$ cat src/rtl/wb_bus_decoder_pkg.sv
// Shared Wishbone bus configuration used by the decoder and the core bus modules.
package wb_bus_decoder_pkg;

    localparam int WB_DATA_W   = 16;
    localparam int WB_ADDR_W   = 24;
    localparam int WB_SEL_BITS = 2;

    // Four slave regions, chosen by the two most significant address bits.
    localparam int NUM_SLAVES  = 4;
    localparam int SLAVE_IDX_W = 2;

    typedef logic [SLAVE_IDX_W-1:0] slave_idx_t;

    // Region index of a bus address (address bits [23:22]).
    function automatic slave_idx_t region_of(input logic [WB_ADDR_W-1:0] adr);
        return adr[WB_ADDR_W-1 -: SLAVE_IDX_W];
    endfunction

endpackage

$ cat src/rtl/wb_timeout_counter.sv
// Cycle watchdog: counts enabled cycles and flags when the last allowed cycle is reached.
module wb_timeout_counter #(
    parameter int TIMEOUT = 64
) (
    input  logic clk,
    input  logic rst,
    input  logic clear,
    input  logic enable,
    output logic expired
);

    // TIMEOUT is limited to 2..255 so the final count fits in 8 bits.
    localparam logic [7:0] LAST = 8'(TIMEOUT - 1);

    logic [7:0] count;

    // Count waiting cycles; clear wins over enable so a fresh cycle always starts at zero.
    always_ff @(posedge clk) begin
        if (rst || clear) begin
            count <= '0;
        end else if (enable) begin
            count <= count + 8'd1;
        end
    end

    assign expired = (count == LAST);

endmodule

$ cat src/rtl/wb_bus_decoder.sv
// Single-master Wishbone classic decoder fanning one master out to four slave regions,
// terminating cycles to disabled regions and hung slaves with an error.
module wb_bus_decoder
    import wb_bus_decoder_pkg::*;
#(
    parameter logic [3:0] SLAVE_EN = 4'b1111,
    parameter int         TIMEOUT  = 64
) (
    input  logic                          i_clk,
    input  logic                          i_rst,
    input  logic                          m_cyc,
    input  logic                          m_stb,
    input  logic                          m_we,
    input  logic [WB_ADDR_W-1:0]          m_adr,
    input  logic [WB_DATA_W-1:0]          m_dat_i,
    input  logic [WB_SEL_BITS-1:0]        m_sel,
    output logic [WB_DATA_W-1:0]          m_dat_o,
    output logic                          m_ack,
    output logic                          m_err,
    output logic                          m_rty,
    output logic [NUM_SLAVES-1:0]         s_cyc,
    output logic [NUM_SLAVES-1:0]         s_stb,
    output logic                          s_we,
    output logic [WB_ADDR_W-1:0]          s_adr,
    output logic [WB_DATA_W-1:0]          s_dat_o,
    output logic [WB_SEL_BITS-1:0]        s_sel,
    input  logic [NUM_SLAVES*WB_DATA_W-1:0] s_dat_i,
    input  logic [NUM_SLAVES-1:0]         s_ack,
    input  logic [NUM_SLAVES-1:0]         s_err,
    input  logic [NUM_SLAVES-1:0]         s_rty
);

    // Cycle tracking states; ERR is the one-cycle error termination.
    typedef enum logic [1:0] {
        IDLE   = 2'd0,
        ACTIVE = 2'd1,
        ERR    = 2'd2
    } state_t;

    state_t     state;
    state_t     next_state;
    slave_idx_t sel_q;
    slave_idx_t req_idx;
    logic       accept;
    logic       tmo_clear;
    logic       tmo_en;
    logic       tmo_expired;

    assign req_idx = region_of(m_adr);
    assign accept  = m_cyc & m_stb & SLAVE_EN[req_idx];

    // Address, data, select and write enable are shared by all slaves.
    assign s_we    = m_we;
    assign s_adr   = m_adr;
    assign s_dat_o = m_dat_i;
    assign s_sel   = m_sel;

    // The counter only runs inside ACTIVE, so every new cycle starts from zero.
    assign tmo_clear = (state != ACTIVE);

    wb_timeout_counter #(
        .TIMEOUT (TIMEOUT)
    ) u_tmo (
        .clk     (i_clk),
        .rst     (i_rst),
        .clear   (tmo_clear),
        .enable  (tmo_en),
        .expired (tmo_expired)
    );

    // State and selected-slave registers; the index is latched once at decode time.
    always_ff @(posedge i_clk) begin
        if (i_rst) begin
            state <= IDLE;
            sel_q <= '0;
        end else begin
            state <= next_state;
            if (state == IDLE && accept) begin
                sel_q <= req_idx;
            end
        end
    end

    // Next-state decode, slave strobing and combinational response forwarding.
    always_comb begin
        next_state = state;
        s_cyc      = '0;
        s_stb      = '0;
        m_ack      = 1'b0;
        m_err      = 1'b0;
        m_rty      = 1'b0;
        m_dat_o    = '0;
        tmo_en     = 1'b0;
        case (state)
            IDLE: begin
                if (m_cyc && m_stb) begin
                    next_state = SLAVE_EN[req_idx] ? ACTIVE : ERR;
                end
            end
            ACTIVE: begin
                s_cyc[sel_q] = m_cyc;
                s_stb[sel_q] = m_stb;
                for (int k = 0; k < NUM_SLAVES; k++) begin
                    if (sel_q == slave_idx_t'(k)) begin
                        m_dat_o = s_dat_i[k*WB_DATA_W +: WB_DATA_W];
                    end
                end
                // An aborted cycle produces no response even if the slave answers late.
                if (m_cyc) begin
                    m_ack = s_ack[sel_q];
                    m_err = s_err[sel_q];
                    m_rty = s_rty[sel_q];
                end
                if (!m_cyc || m_ack || m_err || m_rty) begin
                    next_state = IDLE;
                end else if (tmo_expired) begin
                    next_state = ERR;
                end else begin
                    tmo_en = 1'b1;
                end
            end
            ERR: begin
                m_err      = 1'b1;
                next_state = IDLE;
            end
            default: begin
                next_state = IDLE;
            end
        endcase
    end

endmodule

$ cat config.mk
export PLATFORM = sky130hd
export DESIGN_NAME = wb_bus_decoder
export DESIGN_NICKNAME = d
export VERILOG_FILES = /design/src/rtl/wb_bus_decoder_pkg.sv /design/src/rtl/wb_timeout_counter.sv /design/src/rtl/wb_bus_decoder.sv
export SDC_FILE = /design/constraint.sdc
export NUM_CORES = 1
export LEC_CHECK = 0
export CAP_MARGIN = 20
export CORE_ASPECT_RATIO = 1.2
export CORE_MARGIN = 8
export CORE_UTILIZATION = 29
export CTS_CLUSTER_DIAMETER = 150
export DETAILED_ROUTE_END_ITERATION = 8
export GPL_TIMING_DRIVEN = 0
export PLACE_DENSITY = 0.95
export SYNTH_ARGS = -nofsm -noshare
export SYNTH_HDL_FRONTEND = slang
export SYNTH_SLANG_ARGS = --single-unit
export TNS_END_PERCENT = 20
$ cat constraint.sdc
create_clock -name i_clk -period 4.1 [get_ports i_clk]
set_input_delay 0.41 -clock i_clk [delete_from_list [all_inputs] [get_ports i_clk]]
set_output_delay 0.41 -clock i_clk [all_outputs]
set_load 0.05 [all_outputs]
==> summary.txt <==
Status = finished, final reports clean
Initial core utilization = 0.3011
Period utilization = 0.7834
First-pass GRT wire length = 12420 um
Tightest Pin Transition = 0.8272 ns
Dpl ws = 1.107 ns
Core area = 5298 sq um
NumNets Final = 458
WHS Path Cells = 2
Avg WL per Cell = 20.77 um
Pin count of the biggest net entering global routing = 11
Setup-failing EPs final = 0
Worst-Skew Late Latency = 0.25 ns
Yosys reg bits = 12
Cts repair resizes = 0
Critical path arrival = 2.80 ns
Worst Setup Slack, final = 0.8882 ns
Average size of a mapped cell = 9.168 sq um
Clk sink count = 12
Final Hold Fails = 0
Multi-input logic area = 968.4 sq um
Final Cell Area = 3244 sq um
Cell Area, Placed = 3184 sq um
CTS Root Buffer Type = clkbuf_8
Die area = 8140 sq um
Commonest non-fill, non-tap cells in the layout = 151 x clkdlybuf4s50_1, 43 x buf_4, 18 x mux4_2, 16 x and2_1
Total gr overflow = 0
Fin. max-slew vios = 0
Most used DFF post-synth = dfxtp_1
Final ANT Viol Nets = 0
Max Cap Violations = 0
Number of CTS-inserted buffers = 3
I/O pin cnt = 193
Post-Syn Instances = 174
Post-Syn Area = 1595 sq um
# hold bufs at CTS = 0
Total number of vias = 1944
TritonRoute pass-1 iters = 4
Sequential share of the synthesized area = 0.1506
Vias in the first global route = 2289
Post-DP HPWL = 7328 um
Post-CTS Setup Inserts = 0
Cell taking the most area after synthesis = mux4_2
Critical path endpoint category = primary output
Dpl cells = 387
Diodes inserted = 0
Max VDD drop = 149.4 uV
Synth top area share = 0.2541
Min Hold Slack = 0.4936 ns
Synth warn = 0
Routability-driven placement congestion ratio = 0.8107
Critical Path RT = 3.69 ns
CP startpoint kind = register
Relative slew slack = 0.4434
Post-route DRC = 0
Fin crit period = 3.212 ns
IO buf count = 151
Setup TNS = 0 ns
Number of synthesized flops with an enable pin = 0
Asr flop ratio synth = 0
Overall routing resource usage = 0.1910
Share of cells above drive strength 1 = 0.2091
CTS tree = built
Unique cell type count in the Yosys netlist = 30
Commonest non-fill, non-tap cell in the layout = clkdlybuf4s50_1
Synth area leaders = mux4_2 25%, buf_4 20%, dfxtp_1 15%
Mapped Nets = 301
Chip height = 97.25 um
Clk buf depth = 2
Setup Skew = 0.001013 ns
CTS H-tree depth = 1
Area Growth Syn to Fin = 103.4%
# fillers = 409
Leak pwr = 1.222 nW
Worst hold path class = register to register
DR iter-0 viols = 61
Worst-path maximum fanout = 10
Critical path class = register to primary output
Routed WL = 8140 um
Initial antenna violation count = 0
Vias per inst = 4.959
Unrepaired setup endpoints after global routing = false
PD cells = 198.1 nW/um^2
Row count = 29
Sequential cell area = 240.2 sq um
Fin cells = 392
Die width = 83.71 um
Peak Freq = 311.4 MHz
Worst-path clk slew = 0.06 ns
FF-to-FF path depth = 6
[synth_stat cells, types with 5 or more instances]
library cell,count
dfxtp_1,12
or4_1,5
nand3_1,5
mux4_2,18
nor2_1,9
nand2_1,12
a21oi_1,5
clkbuf_1,6
and2_1,16
buf_4,43
[worst max-delay path, cell delays in order, from the launching register on]
cell	delay, ns
dfxtp_1	0.33
buf_6	0.15
buf_1	0.59
mux4_2	0.60
and2_1	0.17
clkdlybuf4s50_1	0.71
[state kept, by name, indices dropped and copies added, names as in the netlist]
register	cells
u_tmo.count	8
sel_q	2
state	2
[report_power, final]
| part | switching (W) | total, W | internal, W |
|---|---|---|---|
| combinational | 0.000195 | 0.000387 | 0.000192 |
| sequential | 0.00000175 | 0.000122 | 0.000120 |
| clock | 0.0000489 | 0.000134 | 0.0000851 |
| total | 0.000245 | 0.000643 | 0.000397 |
[path summary, 6_finish.rpt]
check | start | end | slack, ns
worst max-delay path | sel_q[0] | m_dat_o[3] | 0.89
worst min-delay path | u_tmo.count[5] | u_tmo.count[5] | 0.49
worst max register to register | sel_q[0] | u_tmo.count[6] | 1.61
worst min register to register | u_tmo.count[5] | u_tmo.count[5] | 0.49
[through the flow]
step | total power (W) | util
2_1_floorplan | 0.0003506 | -
3_3_place_gp | 0.0005040 | 0.6011
3_5_place_dp | 0.0005119 | 0.6011
4_1_cts | 0.0006439 | 0.6115
5_1_grt | 0.0006669 | 0.6124
6_report | 0.0006426 | 0.6124
[layer usage]
layer / GRT usage / routed length [um]
met1: 0.1518 / 2431
met4: 0.05060 / 265
met2: 0.3956 / 4688
met5: 0 / 0
met3: 0.08221 / 754
[area by class of cell]
| cell class | count | area share |
|---|---|---|
| buffer | 52 | 0.1145 |
| clock buffer | 4 | 0.01697 |
| inverter | 4 | 0.004628 |
| multi-input combinational | 106 | 0.2985 |
| sequential | 12 | 0.07405 |
| tap | 62 | 0.02391 |
| timing repair buffer | 152 | 0.4674 |
[kinds of logic after synthesis]
group,after synthesis,synth area share
adders and majority gates,4,0.03137
muxes,23,0.2957
DFF,12,0.1506
AOI/OAI and AO/OA,17,0.06823
and+or+nand+nor,62,0.2118
buffers and inverters,56,0.2423
(Power assumes the default switching activity.)
